**src/rtl/reversal_arbiter.sv**
```systemverilog
// Two-requester arbiter that feeds one bit-serial word reverser, with round-robin on ties.
// Optional per-requester grant counters are enabled by defining REVERSAL_GRANT_CNT_EN.
module reversal_arbiter #(
  parameter int WIDTH = 8
) (
  input  logic             clk,
  input  logic             rst_n,
  input  logic             req0_valid,
  input  logic [WIDTH-1:0] req0_data,
  output logic             req0_ready,
  input  logic             req1_valid,
  input  logic [WIDTH-1:0] req1_data,
  output logic             req1_ready,
  output logic             out_valid,
  output logic [WIDTH-1:0] out_data,
  output logic             out_id,
  input  logic             out_ready,
  output logic             busy
`ifdef REVERSAL_GRANT_CNT_EN
  ,
  output logic [7:0]       grant_cnt0,
  output logic [7:0]       grant_cnt1
`endif
);

  localparam int CW = $clog2(WIDTH);

  typedef enum logic [1:0] {IDLE, SHIFT, DONE} state_t;

  state_t           state_q;
  logic             last_grant_q;
  logic             id_q;
  logic [WIDTH-1:0] src_q;
  logic [WIDTH-1:0] result_q;
  logic [CW-1:0]    cnt_q;

  logic sel;
  logic idle;
  logic accept;

  // On a tie the requester not served last wins; otherwise whichever is valid.
  always_comb begin
    sel = 1'b0;
    if (req0_valid && req1_valid) sel = ~last_grant_q;
    else                          sel = req1_valid & ~req0_valid;
  end

  assign idle       = (state_q == IDLE);
  // Readys are gated by rst_n so they are low throughout reset.
  assign req0_ready = rst_n & idle & req0_valid & ~sel;
  assign req1_ready = rst_n & idle & req1_valid & sel;
  assign accept     = req0_ready | req1_ready;

  always_ff @(posedge clk or negedge rst_n) begin
    if (!rst_n) begin
      state_q      <= IDLE;
      last_grant_q <= 1'b1;
      id_q         <= 1'b0;
      src_q        <= '0;
      result_q     <= '0;
      cnt_q        <= '0;
    end else begin
      case (state_q)
        IDLE: begin
          if (accept) begin
            src_q        <= sel ? req1_data : req0_data;
            id_q         <= sel;
            last_grant_q <= sel;
            result_q     <= '0;
            cnt_q        <= '0;
            state_q      <= SHIFT;
          end
        end
        SHIFT: begin
          result_q <= {result_q[WIDTH-2:0], src_q[0]};
          src_q    <= src_q >> 1;
          cnt_q    <= cnt_q + CW'(1);
          if (cnt_q == CW'(WIDTH - 1)) state_q <= DONE;
        end
        DONE: begin
          if (out_ready) state_q <= IDLE;
        end
        default: state_q <= IDLE;
      endcase
    end
  end

  assign out_valid = (state_q == DONE);
  assign out_data  = out_valid ? result_q : '0;
  assign out_id    = out_valid & id_q;
  assign busy      = ~idle;

`ifdef REVERSAL_GRANT_CNT_EN
  logic [7:0] grant_cnt0_q;
  logic [7:0] grant_cnt1_q;

  always_ff @(posedge clk or negedge rst_n) begin
    if (!rst_n) begin
      grant_cnt0_q <= '0;
      grant_cnt1_q <= '0;
    end else begin
      if (req0_ready) grant_cnt0_q <= grant_cnt0_q + 8'd1;
      if (req1_ready) grant_cnt1_q <= grant_cnt1_q + 8'd1;
    end
  end

  assign grant_cnt0 = grant_cnt0_q;
  assign grant_cnt1 = grant_cnt1_q;
`endif

endmodule

```
**config.mk**
```make
export PLATFORM = sky130hd
export DESIGN_NAME = reversal_arbiter
export DESIGN_NICKNAME = d
export VERILOG_FILES = /design/src/rtl/reversal_arbiter.sv
export SDC_FILE = /design/constraint.sdc
export NUM_CORES = 1
export LEC_CHECK = 0
export CORE_UTILIZATION = 50
export DETAILED_ROUTE_END_ITERATION = 8
export GPL_ROUTABILITY_DRIVEN = 1
export PLACE_DENSITY_LB_ADDON = 0.25
export SYNTH_ARGS = -nofsm -noshare
export SYNTH_HDL_FRONTEND = slang
export SYNTH_SLANG_ARGS = --single-unit
```
**constraint.sdc**
```tcl
create_clock -name clk -period 2.35 [get_ports clk]
set_clock_uncertainty 0.15 [all_clocks]
set_input_delay 0.47 -clock clk [delete_from_list [all_inputs] [get_ports clk]]
set_output_delay 0.47 -clock clk [all_outputs]
set_load 0.03 [all_outputs]
```
---- Word-level counts from Yosys, hierarchy flattened ----
Index checks and enable logic that the tools add are counted.
storage, ports and cells
  bits in registers ....................... 23
  bits in latches ......................... 0
  bits in writable memories ............... 0
  ROM bits ................................ 0
  bits of input ports ..................... 21
  output and inout bits ................... 13
  word-level logic and storage cells ...... 44
  memories ................................ 0
cells by class
  add/subtract/negate cells ............... 1
  multiply operators ...................... 0
  div/mod/pow operators ................... 0
  magnitude comparators ................... 0
  eq/ne operators ......................... 6
  shift operators ......................... 0
  multiplexer cells ....................... 13
  bitwise operators ....................... 12
  reductions and logical operators ........ 6
operators with widths
  kind                                           count
  2-to-1 mux 8 bit                               4
  one-hot mux 8 bit (2 select lines)             2
  bitwise AND 1 bit                              7
  2-to-1 mux 2 bit                               3
  one-hot mux 2 bit (3 select lines)             1
  one-hot mux 3 bit (2 select lines)             1
  != test 2 x 1 -> 1 bit, second input constant  2
  NOT 1 bit                                      4
  AND reduction 2 bit                            2
  adder 3 x 1 -> 3 bit, second input constant    1
  == test 3 bit, second input constant           1
  2-to-1 mux 3 bit                               1
  AND reduction 3 bit                            1
  == test 2 x 1 -> 1 bit, second input constant  1
  == test 2 bit, second input constant           1
  logical NOT 2 bit                              1
  != test 2 bit, second input constant           1
  nonzero test 2 bit                             1
  logical AND 1 bit                              1
  2-to-1 mux 1 bit                               1
  bitwise OR 1 bit                               1

---- Depth between registers and ports, before layout ----
Gate-level depths: netlist of the first run.
  depth in word-level cells ............... 8
  gate-level depth with buffers ........... 6
  depth with buffers taken out ............ 4

---- Worst setup path before layout of the first run ----
OpenSTA, ideal clock, no wires.
  path type ............................... register to output
  start point ............................. register state_q[0]
  end point ............................... output req0_ready
  data arrival time ....................... 1449 ps
  data required time ...................... 1730 ps
  slack ................................... 281 ps
  cell stages (with the launch flop) ...... 5
  path buffers ............................ 0
  cells stage by stage .................... dfrtp_1 > or2_1 > nor2_1 > nand2_1 > nor2_1
between the ends
  cells in the longest elaborated chain, start to end .. 4
ends and longest elaborated chain
  what                            RTL line  source
  start: declaration              30        state_t state_q;
  start signal: assignment        56        state_q <= IDLE;
  start signal: assignment        71        state_q <= SHIFT;
  start signal: assignment        78        if (cnt_q == CW'(WIDTH - 1)) state_q <= DONE;
  logical NOT 2 bit               48        assign idle = (state_q == IDLE);
  bitwise AND 1 bit (3 in a row)  50        assign req0_ready = rst_n & idle & req0_valid & ~sel;
  end: declaration                10        output logic req0_ready,
No other way between the ends.

---- Worst setup path after layout of the first run ----
Same ends and word-level chain as after synthesis.

==> flow_metrics.tcl, run 1 <==
set metrics [dict create \
    p_sw_w 0.000586 \
    drt_wl_total_mm 2.34 \
    hold_viol_final 0 \
    clkPwrFrac_pct 11.1 \
    startpoint_type "register" \
    ios 34 \
    dieArea_um2 2570 \
    clock_latency_ns 0.30 \
    drv_slew 0 \
    r2r_cells 6 \
    critPathLaunch "state_q[0]" \
    regArea_um2 577 \
    drt_iter0_markers 16 \
    ant_nets 0 \
    end_kind "primary output" \
    core-area_um2 2230 \
    diodes 0 \
    yosys_warnings 0 \
    postLayoutCellArea_um2 1550 \
    yosys.cell_types.count 24 \
    synth_area_leaders "dfrtp_1, a22o_1, and2_1" \
    fin_crit_ns 2.24 \
    antenna_found_initial 0 \
    path_clk_slew_ns 0.12 \
    timing.final.crit_share_pct 95.2 \
    die-height_um 50.7 \
    cts_tree "yes" \
    power_density_nw_per_um2 1010 \
    hold_path_depth 1 \
    clock-sinks 23 \
    max-cap-violations 0 \
    gp_congestion 0.743 \
    cp.required_ns 1.73 \
    p_total_w 0.00157 \
    start_util_pct 53.2 \
    ys_seq_area_share_pct 48.6 \
    final_nets 180 \
    peakVddDrop_uv 578 \
    cts_root_buf "clkbuf_4" \
    io_buffers 33 \
    reg2reg_from "state_q[1]" \
    dpl.hpwl_mm 1.72 \
    crit_fanout 8 \
    path_class "reg2out" \
    synth.cell_area_um2 1190 \
    fmax_mhz 447 \
    relSlewSlack_pct 66.3 \
    drive_above_1_share_pct 18.6 \
    h-tree-depth 1 \
    grt_usage_pct 20.6 \
    post-cts-setup-buffers 0 \
    power.leakage_nw 0.731 \
    grt_pass1_wl_mm 3.99 \
    clock_path_buffers 2 \
    numCtsBuffers 3 \
    die_w_um 50.7 \
    outcome "complete, no violations" \
    yosysTopAreaCell "dfrtp_1" \
    grt_pass1_vias 928 \
    drc 0 \
    place_area_um2 1520 \
    setup_violations 0 \
    n_fill_cell 173 \
    synth_nets 143 \
    grt_setup_unrepaired "no" \
    power_frac_comb_pct 44.6 \
    postSynthAreaPerCell_um2 9.89 \
    multiInputGateArea_um2 543 \
    yosysTopAreaCellShare_pct 46.4 \
    dr.pass1.iters 4 \
    internal-power_w 0.000982 \
    vias 1011 \
    syn_inst 120 \
    syn_to_final_growth_pct 30.8 \
    hp-class "reg2reg" \
    fp-row-count 17 \
    share_seq_of_total_power_pct 44.3 \
    drt-wirelength-per-cell_um 12.7 \
    min_from "id_q" \
    arrival_ns 1.62 \
    grt_max_degree 20 \
    synth-seq-cells 23 \
    viasPerCell 5.49 \
    power_switching_share_pct 37.4 \
    grt-ovfl-total 0 \
    worst_pin_slew_ns 0.504 \
    setup_tns_ns 0 \
]
-- synth_stat cells, drive strengths merged --
cell type / number
buf: 9
inv: 2
nand2: 10
nor2b: 2
dfstp: 1
dfrtp: 22
mux2i: 1
a21boi: 1
and2: 10
or2: 1
ha: 2
nor2: 9
o21bai: 1
a21o: 1
a31oi: 1
o21ai: 17
a21oi: 9
nand2b: 2
o21a: 1
a22o: 17
mux2: 1
-- final cells by class --
type / count / share of cell area [%]
repair buffers: 41 / 23.4
multi-input cells: 86 / 35.0
inverters: 2 / 0.483
clock inverters: 1 / 0.322
well taps: 28 / 2.26
flip-flops and latches: 23 / 37.1
clock buffers: 3 / 1.45
-- power groups by stage --
stage                     registers [W]  logic [W]  clock network, W
final                          0.000695   0.000698          0.000174
after global routing           0.000719   0.000787          0.000200
after CTS                      0.000693   0.000705          0.000182
after detailed placement       0.000701   0.000702                 0
after global placement         0.000694   0.000682                 0
after floorplan                0.000660   0.000571                 0
-- repair_timing --
item                       CTS  global route
resized for setup            0             1
setup endpoints to repair    0             1
hold buffers                 0             0
-- flip-flops by register name, indices dropped and copies added, names as in the netlist --
signal / flops
cnt_q: 3
id_q: 1
last_grant_q: 1
result_q: 8
src_q: 8
state_q: 2
-- worst max-delay path: stages (launching register included) --
cell and delay [ns]:
dfrtp_1 0.48, or2_1 0.29, nor2_1 0.17, nand2_1 0.11, nor2_1 0.11, buf_4 0.17
-- routing by layer --
| metal | track usage [%] | up-vias | routed length (um) |
|---|---|---|---|
| met3 | 2.73 | 2 | 72 |
| met5 | 0 | - | 0 |
| li1 | - | 499 | - |
| met2 | 38.7 | 22 | 1180 |
| met1 | 24.8 | 488 | 1070 |
| met4 | 4.17 | 0 | 13 |
-- kinds of logic after synthesis --
group / Yosys count / synth area share (%)
and+or+nand+nor: 34 / 13.9
buffers and inverters: 11 / 5.69
muxes: 2 / 1.79
AOI/OAI and AO/OA: 48 / 27.9
adders and majority gates: 2 / 2.11
DFF: 23 / 48.6
-- stage by stage --
stage,setup slack (ns),hold WS (ns),instances,utilization (%)
global placement,0.228,0.325,180,68.2
CTS,0.0502,0.346,184,69.4
global route,0.0205,0.368,184,69.5
finish,0.113,0.337,184,69.5
floorplan,0.281,0.0244,120,-
detailed placement,0.164,0.318,180,68.2
-- placed cells by master, fill, tap and decap left out, types with 2 or more instances in the layout --
cell type        count
nor2b_1              2
and2_1              10
dfrtp_1             22
nand2b_1             2
inv_1                2
ha_1                 2
a22o_1              17
a21oi_1              9
o21ai_1              7
o21ai_0             10
nor2_1               9
clkbuf_4             3
buf_4               20
clkdlybuf4s50_1     20
nand2_1             10
-- path summary, 6_finish.rpt --
kind                                 to  slack [ns]
min in group asynchronous          id_q        0.38
min                                id_q        0.34
min reg2reg                        id_q        0.34
max reg2reg                    src_q[0]        0.52
max                          req0_ready        0.11
max in group asynchronous  last_grant_q        1.46
Power figures use the tool's default switching activity.
==> run 2: changes to the inputs <==
--- a/config.mk
+++ b/config.mk
@@ -5,10 +5,12 @@
 export SDC_FILE = /design/constraint.sdc
 export NUM_CORES = 1
 export LEC_CHECK = 0
-export CORE_UTILIZATION = 50
+export CORE_UTILIZATION = 65
 export DETAILED_ROUTE_END_ITERATION = 8
+export DONT_BUFFER_PORTS = 1
 export GPL_ROUTABILITY_DRIVEN = 1
 export PLACE_DENSITY_LB_ADDON = 0.25
+export SETUP_SLACK_MARGIN = 0.05
 export SYNTH_ARGS = -nofsm -noshare
 export SYNTH_HDL_FRONTEND = slang
 export SYNTH_SLANG_ARGS = --single-unit
==> run 2 against run 1 <==
  * Design area fell by 15%
  * First-iteration DRC count shrank 25%
  * Via count down 11%
  * Critical path type unchanged
  * Critical endpoint is now req1_ready
  * Global-route usage up 4.2 points
  * Cell count shrank 15%
  * Sequential share of layout area up 6.6 points
  * Sequential power rose by 1%
==> flow_metrics.tcl, run 2 (synthesized netlist as in run 1, its figures left out) <==
set metrics [dict create \
    postLayoutCellArea_um2 1320 \
    cts_root_buf "clkbuf_4" \
    viasPerCell 5.74 \
    power_density_nw_per_um2 1170 \
    rr_endpoint "src_q[0]" \
    clock_latency_ns 0.30 \
    grt_usage_pct 24.7 \
    core-area_um2 1730 \
    reg.largest.list "result_q: 8 flops, src_q: 8 flops, cnt_q: 3 flops" \
    fmax_mhz 455 \
    outcome "complete, no violations" \
    worst_pin_slew_ns 1.00 \
    mostFrequentLayoutCells "dfrtp_1, a22o_1, buf_4" \
    grt_pass1_vias 832 \
    grt-ovfl-total 0 \
    whs_endpoint "last_grant_q" \
    clock_path_buffers 2 \
    hold_path_depth 1 \
    drv_slew 0 \
    drt_iter0_markers 12 \
    n_fill_cell 132 \
    fp-row-count 15 \
    path_clk_slew_ns 0.13 \
    ant_nets 0 \
    setup_tns_ns 0 \
    place_area_um2 1280 \
    die_w_um 44.7 \
    grt_max_degree 24 \
    rrSetupSlack_ns 0.66 \
    die-height_um 44.7 \
    hold_viol_final 0 \
    clock-sinks 23 \
    fin_util_pct 76.5 \
    h-tree-depth 1 \
    crit_fanout 5 \
    final_common_cell "dfrtp_1" \
    power.leakage_nw 0.620 \
    dr.pass1.iters 4 \
    max-cap-violations 0 \
    end_kind "primary output" \
    timing.final.crit_share_pct 93.5 \
    antenna_found_initial 0 \
    relSlewSlack_pct 32.9 \
    start_util_pct 68.8 \
    startpoint_type "register" \
    grt_setup_unrepaired "no" \
    arrival_ns 1.58 \
    vias 901 \
    diodes 0 \
    cts_tree "yes" \
    numCtsBuffers 3 \
    drt-wirelength-per-cell_um 14.0 \
    io_buffers 0 \
    gp_congestion 0.767 \
    ios 34 \
    dieArea_um2 2000 \
    reg2reg_from "state_q[0]" \
    drt_wl_total_mm 2.19 \
    cp.required_ns 1.73 \
    drive_above_1_share_pct 20.5 \
    peakVddDrop_uv 738 \
    syn_to_final_growth_pct 11.3 \
    final_nets 156 \
    grt_pass1_wl_mm 3.59 \
    hp-class "in2reg" \
    r2r_cells 6 \
    dpl.hpwl_mm 1.58 \
    setup_violations 0 \
    drc 0 \
    fin_crit_ns 2.20 \
    min_from "req0_valid" \
    path_class "reg2out" \
]
run 2: area by class of cell:
cell class	count	area [um^2]	share of cell area, %
flip-flops and latches	23	578	43.7
multi-input cells	86	548	41.5
repair buffers	17	130	9.85
well taps	25	31.3	2.37
clock buffers	4	26.3	1.99
inverters	2	7.51	0.568
run 2: how the worst max path moves through the flow:
stage	slack [ns]	endpoint	from
2_1_floorplan	0.28	req0_ready	state_q[0]
3_3_place_gp	0.39	out_data[0]	state_q[1]
3_5_place_dp	0.35	out_data[0]	state_q[1]
4_1_cts	0.11	req0_ready	state_q[1]
5_1_grt	0.05	req0_ready	state_q[1]
6_report	0.15	req1_ready	state_q[0]
run 2: per-stage QoR:
stage	setup WS [ns]	hold WS, ns	instances	power (W)
after global placement	0.386	0.0250	152	0.00132
after CTS	0.107	0.0783	157	0.00155
after floorplan	0.281	0.0244	120	0.00123
after detailed placement	0.350	0.0250	152	0.00136
final	0.153	0.0768	157	0.00155
after global routing	0.0524	0.0572	157	0.00166
run 2: repair_timing:
action	in CTS	in global routing
setup endpoints to repair	11	3
setup buffers	0	0
hold buffers	1	0
hold endpoints to repair	23	0
gates resized for setup	2	1
run 2: report_power, final:
part           switching [W]  total, W  internal [W]
combinational       0.000349  0.000662      0.000313
sequential          0.000130  0.000705      0.000575
clock               0.000114  0.000180     0.0000661
total               0.000593   0.00155      0.000955
run 2: worst max-delay path, cell delays in order, from the launching register on:
cell and delay (ns):
dfrtp_1 0.47, or2_1 0.28, nor2_2 0.16, and2_1 0.36
run 2: routing by layer:
layer  vias to the layer above  share of wire [%]  GRT usage, %
li1                        447                  -             -
met1                       425                 45          29.9
met2                        27                 50          45.0
met3                         2                4.3          4.00
met4                         0               0.55          7.88
met5                         -                  0             0
==> run 3: changes to the inputs <==
--- a/config.mk
+++ b/config.mk
@@ -5,10 +5,11 @@
 export SDC_FILE = /design/constraint.sdc
 export NUM_CORES = 1
 export LEC_CHECK = 0
-export CORE_UTILIZATION = 65
+export CORE_UTILIZATION = 55
 export DETAILED_ROUTE_END_ITERATION = 8
 export DONT_BUFFER_PORTS = 1
 export GPL_ROUTABILITY_DRIVEN = 1
+export HOLD_SLACK_MARGIN = 0.06
 export PLACE_DENSITY_LB_ADDON = 0.25
 export SETUP_SLACK_MARGIN = 0.05
 export SYNTH_ARGS = -nofsm -noshare
==> constraint.sdc (replaced) <==
create_clock -name clk -period 1.8 [get_ports clk]
set_clock_uncertainty 0.15 [all_clocks]
set_input_delay 0.36 -clock clk [delete_from_list [all_inputs] [get_ports clk]]
set_output_delay 0.36 -clock clk [all_outputs]
set_load 0.03 [all_outputs]
==> run 3 against run 2 <==
  * The run now ends with setup timing left
  * Count of clock-buffer cells in the layout fell by 1
  * Non-clock buffer count increased by 2
  * Sequential share of layout area is 2.4 points lower
  * Sequential cell count stayed put
  * Sequential power up 28%
  * Global-route usage is 2.0 points lower
  * Core utilization is 6.9 points lower
  * Cell count up 2.5%
  * Highest routed layer unchanged
  * Worst hold slack gained 0.018 ns
  * Total power increased by 39%
  * Setup slack worse by 0.29 ns
  * Critical path depth increased by 1
==> flow_metrics.tcl, run 3 (synthesized netlist as in run 1, its figures left out) <==
set metrics [dict create \
    timing.hold.ws_ns 0.0949 \
    setup_violations 12 \
    drt-wirelength-per-cell_um 14.3 \
    arrival_ns 1.42 \
    worst_pin_slew_ns 0.995 \
    layout.cells.non_filler 161 \
    final_common_cell "dfrtp_1" \
    cp.required_ns 1.29 \
    crit_fanout 3 \
    drive_above_1_share_pct 27.6 \
    start_util_pct 59.3 \
    ios 34 \
    viasPerCell 5.85 \
    timing.final.crit_share_pct 107 \
    final_nets 158 \
    die_w_um 48.5 \
    fmax_mhz 517 \
    grt_max_degree 24 \
    drv_slew 0 \
    end_kind "primary output" \
    grt_usage_pct 22.8 \
    reg.largest.list "result_q: 8 flops, src_q: 8 flops, cnt_q: 3 flops" \
    numCtsBuffers 3 \
    rrSetupSlack_ns 0.09 \
    h-tree-depth 1 \
    die-height_um 48.5 \
    grt-ovfl-total 0 \
    antenna_found_initial 0 \
    gp_congestion 0.758 \
    crit_family "simple AND/OR/NAND/NOR gates" \
    dieArea_um2 2350 \
    io_buffers 0 \
    slowest_delay_ns 0.41 \
    place_area_um2 1280 \
    layout_setup_ws_ns -0.135 \
    clock_latency_ns 0.31 \
    startpoint_type "register" \
    grt_pass1_wl_mm 4.09 \
    clock-sinks 23 \
    drc 0 \
    fp-row-count 16 \
    grt_pass1_vias 933 \
    grt_setup_unrepaired "yes" \
    peakVddDrop_uv 902 \
    core-area_um2 2000 \
    hp-class "in2reg" \
    clock_path_buffers 2 \
    syn_to_final_growth_pct 17.4 \
    postLayoutCellArea_um2 1390 \
    cp_num_buf_inv 0 \
    diodes 0 \
    placed_cells 149 \
    cts_root_buf "clkbuf_4" \
    max-cap-violations 0 \
    relSlewSlack_pct 33.5 \
    power.leakage_nw 0.648 \
    violations "setup timing" \
    dpl.hpwl_mm 1.50 \
    hold_viol_final 0 \
    path_class "reg2out" \
    cts_tree "yes" \
    cp_slowest_cell "dfrtp_1" \
    path_clk_slew_ns 0.12 \
    fin_crit_ns 1.93 \
    dr.pass1.iters 4 \
    drt_iter0_markers 13 \
    mostFrequentLayoutCells "dfrtp_1, a22o_1, buf_4, o21ai_0" \
    drt_wl_total_mm 2.31 \
    ant_nets 0 \
    vias 942 \
    path_cells "or2_1 -> nor2_2 -> nand2_2 -> nor2_4" \
    outcome "finished with violations" \
    power_density_nw_per_um2 1540 \
]
## run 3: where the power goes
part / total (W) / internal (W) / switching, W
Sequential: 0.000903 / 0.000750 / 0.000153
Combinational: 0.00101 / 0.000508 / 0.000499
Clock: 0.000235 / 0.0000829 / 0.000152
Total: 0.00214 / 0.00134 / 0.000804
## run 3: final cells by class
| type | count | area, um^2 |
|---|---|---|
| Tap cell | 27 | 33.8 |
| Inverter | 2 | 7.51 |
| Fill cell | 163 | 608 |
| Clock buffer | 3 | 22.5 |
| Timing Repair Buffer | 19 | 169 |
| Clock inverter | 1 | 5.00 |
| Sequential cell | 23 | 577 |
| Multi-Input combinational cell | 86 | 579 |
## run 3: worst paths after layout
kind,endpoint,depth (start not counted),start
max,req0_ready,4,state_q[1]
min,src_q[7],2,req1_valid
max reg2reg,src_q[0],7,state_q[1]
min reg2reg,id_q,1,id_q
max in group asynchronous,src_q[2],1,rst_n
min in group asynchronous,src_q[7],1,rst_n
## run 3: timing repair
item	4_1_cts	5_1_grt
setup buffers	1	3
hold endpoints to repair	25	0
pin swaps	1	12
resized for setup	2	10
hold buffers	4	0
setup endpoints to repair	12	12
## run 3: stage by stage
| stage | total power, W | worst slack, ns | setup TNS, ns | util [%] |
|---|---|---|---|---|
| final | 0.00214 | -0.135 | -0.855 | 69.6 |
| after global routing | 0.00233 | -0.218 | -1.89 | 69.6 |
| after CTS | 0.00213 | -0.142 | -1.57 | 67.8 |
| after detailed placement | 0.00184 | 0.188 | 0 | 63.7 |
| after global placement | 0.00180 | 0.222 | 0 | 63.7 |
| after floorplan | 0.00161 | 0.0222 | 0 | - |
## run 3: metal layers
layer | global-route usage (%) | up-vias | part of all wire (%)
met5 | 0 | - | 0
met4 | 9.80 | 0 | 0.52
met3 | 3.14 | 2 | 4.5
met2 | 39.0 | 27 | 50
met1 | 29.0 | 462 | 45
li1 | - | 451 | -
## run 3: worst register-to-register path: cells and delay by family (launching register included)
family          cells  cell delay [ns]
simple gates        2             0.28
buf+inv             3             0.49
compound gates      2             0.34
flops               1             0.41
==> RTL edit 1 (config.mk and constraints of run 1) <==
Re-encode `state_t` (3 states) as one-hot, 3 bits wide.
--- a/src/rtl/reversal_arbiter.sv
+++ b/src/rtl/reversal_arbiter.sv
@@ -27,3 +27,3 @@
 
-  typedef enum logic [1:0] {IDLE, SHIFT, DONE} state_t;
+  typedef enum logic [2:0] {IDLE = 3'b001, SHIFT = 3'b010, DONE = 3'b100} state_t;
 
Behaviour: no difference found for any inputs over 10 cycles, from zero or initial values and one cycle with rst_n low; not proved beyond that.
==> RTL edit 1 against run 1 <==
  * The flow now finishes with violations (negative setup slack)
  * Power rose by 1.8%
  * Sequential power shrank 6.9%
  * Setup slack got worse by 120 ps
  * Die area grew 6.6%
  * Area after synthesis up 6.8%
  * Routed wire length up 24%
  * Final cell count is 1.1% higher
  * Core utilization is 4.1 points higher
  * Register-to-register slack improved by 20 ps
  * Final area is 8.9% higher
  * First-iteration DRC count is 63% higher
  * Sequential cell count grew 1
  * Critical path type unchanged
  * Critical endpoint unchanged
  * Largest cell class is now multi-input gates
==> RTL edit 1: results (changes against run 1) <==
* Status: finished with violations
* Failing checks: negative setup slack
* Proportion of layout cells with a drive suffix above 1 at 0.272 (+0.0863)
* PortBufs at 33 (unchanged)
* Clock sink count at 24 (+4.3%)
* Post-CTS Setup Repair Bufs at 1 (+1)
* Met2 Usage GRT at 0.397 (+0.00996)
* Post-Synthesis Cells at 119 (-0.83%)
* M1 GR Usage at 0.295 (+0.0472)
* Final GP Congestion at 0.752 (+1.3%)
* # setup viols final at 1 (+1)
* Hold buffers post-CTS at 0 (unchanged)
* Iter 0 DRT Violations at 26 (+10)
* Inverters at 4 (+2)
* First-pass GRT wire length at 4.51 mm (+13%)
* Sw Pwr at 0.531 mW (-9.4%)
* Top Registers: result_q x8, src_q x8
* Setup TNS at -10.7 ps (-10.7 ps)
* Sequential-to-total area share from yosys stat at 0.475 (-0.0104)
* Synth top cells by count: dfrtp_1, a21oi_1, a22o_1, nand2_1, and2_1
* Met3 Use GR at 0.0261 (-0.00119)
* Mapped Nets at 142 (-0.70%)
* Crit-path max FO at 4 (-4)
* Multi-input combinational cell area at 621 um^2 (+14%)
* Filler Cell Count at 177 (+2.3%)
* Die area at 0.00274 mm^2 (+6.6%)
* Layout non-clock buf frac at 0.215 (-0.0190)
* Pin count of the biggest net entering global routing at 15 (-25%)
* Placed cell areas at 0.00162 mm^2 (+6.5%)
* Clk slew on worst S/H paths at 140 ps (+20 ps)
* Met3 Wirelength at 97 um (+35%)
* Slowest cell on the critical path: dfstp_2
* Vias in the first global route at 948 (+2.2%)
* Seq area share at 0.358 (-0.0140)
* VDD IR max at 0.596 mV (+3.1%)
* Vias post-DR at 1024 (+1.3%)
* DRT met1 WL at 1.32 mm (+24%)
* Hold Path Class: flop to flop
* CP peak stage delay at 570 ps (+90 ps)
* WL/cell at 15.6 um (+23%)
* PostCTS Resize Cnt at 3 (+3)
* Clkbuf count at 3 (unchanged)
* Multi-input gates at 85 (-1.2%)
* Slew Limit Headroom at 0.623 (-0.0409)
* Clock buf/inv share at 0.0311 (+0.0134)
* Pre-CTS WS at 109 ps (-55.4 ps)
* Layout area overhead at 33.2%
* Comb power frac at 0.407 (-0.039)
* Seq pwr share at 0.405 (-0.038)
* Yosys cell types at 31 (+29%)
* Nets at 182 (+1.1%)
* Static Leak at 0.789 nW (+8.0%)
* Met2 WL at 1.45 mm (+23%)
* Max H-tree Level at 1 (unchanged)
* Dpl hpwl at 2.03 mm (+18%)
* Vias per inst at 5.51 (+0.20%)
* Final setup margin at -10.7 ps (-123 ps)
* Gr usage total at 0.230 (+0.0241)
## RTL edit 1: cell count changes after synthesis, moves of 6 or more
| cell | before | now |
|---|---|---|
| o21ai_1 | 7 | 1 |
| a21oi_1 | 9 | 18 |
| mux2_4 | 0 | 7 |
| o21ai_0 | 10 | 2 |
| a22o_1 | 17 | 10 |
## RTL edit 1: cells by family (layout without fill, tap and decap cells)
group,Yosys count,count (layout),synth area share
simple gates,36,36,0.158
compound gates,39,39,0.216
mux,8,8,0.0917
fa+ha+maj,2,2,0.0197
buf+inv,10,49,0.0394
flops,24,24,0.475
## RTL edit 1: final timing paths
kind                            start           to  slack (ps)  cells after the start
setup / recovery           state_q[0]   req0_ready         -10                      4
hold / removal               cnt_q[0]     cnt_q[0]         350                      1
setup reg to reg           state_q[0]     src_q[0]         540                      5
hold reg to reg              cnt_q[0]     cnt_q[0]         350                      1
max in group asynchronous       rst_n   state_q[0]        1360                      2
min in group asynchronous       rst_n  result_q[6]         420                      2
==> RTL edit 2 (flow settings as in run 1) <==
Without the edit above. Add a define of `REVERSAL_GRANT_CNT_EN`.
--- a/src/rtl/reversal_arbiter.sv
+++ b/src/rtl/reversal_arbiter.sv
@@ -2,2 +2,4 @@
 // Optional per-requester grant counters are enabled by defining REVERSAL_GRANT_CNT_EN.
+`define REVERSAL_GRANT_CNT_EN
+
 module reversal_arbiter #(
Check against the original RTL (old outputs only; new: grant_cnt0 and grant_cnt1): equivalent (equiv_simple and equiv_induct, registers matched by name and starting in step).
==> RTL edit 2 against run 1 <==
  * Routed wire length is 70% higher
  * Sequential share of layout area is 1.9 points higher
  * Power up 73%
  * Area after synthesis rose by 57%
  * Global-route usage up 1.4 points
  * Hold slack got worse by 320 ps
  * Die area rose by 55%
  * Sequential cell count rose by 16
  * Setup slack better by 27 ps
  * Via count is 47% higher
  * Final area increased by 61%
  * Synthesized cell count rose by 39%
  * Highest routed layer unchanged
==> RTL edit 2: results (changes against run 1) <==
* Status: complete, no violations
* R2r setup slk at 540 ps (+20 ps)
* Slew Limit Headroom at 0.621 (-0.0429)
* Crit-path leading delay family: buffers and inverters
* Synth top area cells: dfrtp_1, a22o_1, xnor2_1
* VDD IR max at 0.503 mV (-13%)
* Post-CTS Setup Repair Bufs at 0 (unchanged)
* Final GP Congestion at 0.765 (+3.0%)
* Total wire length at 3.97 mm (+70%)
* Proportion of layout cells with a drive suffix above 1 at 0.170 (-0.0163)
* Gr usage total at 0.220 (+0.0142)
* CP peak stage delay at 600 ps (+120 ps)
* Clock root cell: clkbuf_8
* Slowest cell on the critical path: clkdlybuf4s50_1
* Sequential-to-total area share from yosys stat at 0.524 (+0.0384)
* Hold Path Class: input port to async pin
* Nets at 248 (+38%)
* Worst Path Arrival at 1590 ps (-30 ps)
* Dpl hpwl at 2.87 mm (+67%)
* Iter 0 DRT Violations at 88 (+72)
* Synth top cells by count: dfrtp_1, a22o_1, o21ai_1, xnor2_1, nand2_1
* Crit-path max FO at 4 (-4)
* Cts bufs inserted at 5 (+2)
* Clk slew on worst S/H paths at 80 ps (-40 ps)
* Yosys cell types at 36 (+50%)
* Static Leak at 1.15 nW (+57%)
* Vias post-DR at 1491 (+47%)
* First-pass GRT wire length at 6.69 mm (+68%)
* Reg2reg path depth at 5 (-1)
* R2R Path End: grant_cnt1[1]
* PortBufs at 49 (+48%)
* Pin count of the biggest net entering global routing at 27 (+35%)
* Max H-tree Level at 2 (+1)
==> RTL edit 2: cell types whose count changed in the layout (fill, tap and decap cells not counted), sizes merged, moves of 4 or more <==
cell           delta
xnor2            +12
and3              +4
dfrtp            +16
nand4             +8
clkdlybuf4s50    +16
==> RTL edit 2: kinds of logic (layout without fill, tap and decap cells) <==
family / after synthesis / after routing / share of synthesized area
adder cells (fa/ha/maj): 4 / 4 / 0.0268
XOR/XNOR: 14 / 14 / 0.0658
AND/OR/NAND/NOR: 50 / 50 / 0.151
buffers and inverters: 10 / 67 / 0.0329
multiplexers: 4 / 4 / 0.0248
flip-flops: 39 / 39 / 0.524
AO/OA/AOI/OAI: 46 / 46 / 0.174
==> RTL edit 2: worst register-to-register path: cells and delay by family (launching register included) <==
| kind | cells | cell delay [ps] |
|---|---|---|
| flops | 1 | 390 |
| simple gates | 2 | 470 |
| buf+inv | 2 | 350 |
| mux | 1 | 340 |
==> RTL edit 2: worst max-delay path by stage <==
stage / cells after the start / start / end
2_1_floorplan: 3 / state_q[0] / out_data[0]
3_3_place_gp: 4 / req1_valid / req1_ready
3_5_place_dp: 5 / req1_valid / grant_cnt1[1]
4_1_cts: 2 / state_q[0] / busy
5_1_grt: 3 / state_q[0] / out_data[3]
6_report: 2 / state_q[0] / busy
==> RTL edit 2: final cells by class <==
class,count,area (um^2)
clock inverters,2,35.0
well taps,46,57.6
repair buffers,58,523
multi-input cells,118,826
fillers,230,937
flip-flops and latches,39,977
clock buffers,6,82.6
inverters,1,3.75
==> RTL edit 2: power breakdown <==
group	internal, mW	switching [mW]
sequential	0.892	0.192
clock	0.343	0.232
combinational	0.497	0.558
total	1.73	0.983
==> RTL edit 2: metal layers <==
| metal | global-route usage | routed length (um) | share of wire | vias to the layer above |
|---|---|---|---|---|
| met5 | 0 | 0 | 0 | - |
| met4 | 0.0785 | 58 | 0.015 | 0 |
| met3 | 0.0580 | 166 | 0.042 | 5 |
| met2 | 0.351 | 2010 | 0.51 | 37 |
| met1 | 0.288 | 1740 | 0.44 | 742 |
| li1 | - | - | - | 707 |
==> RTL edit 2: through the flow <==
| stage | cell area, um^2 | hold WS, ps | cells | power, mW |
|---|---|---|---|---|
| final | 2500 | 14.4 | 270 | 2.71 |
| after detailed placement | 2390 | 322 | 262 | 2.15 |
| after CTS | 2500 | 11.5 | 270 | 2.74 |
| after floorplan | 1860 | 24.4 | 167 | 1.79 |
| after global routing | 2500 | 16.1 | 270 | 2.89 |
| after global placement | 2390 | 310 | 262 | 2.10 |
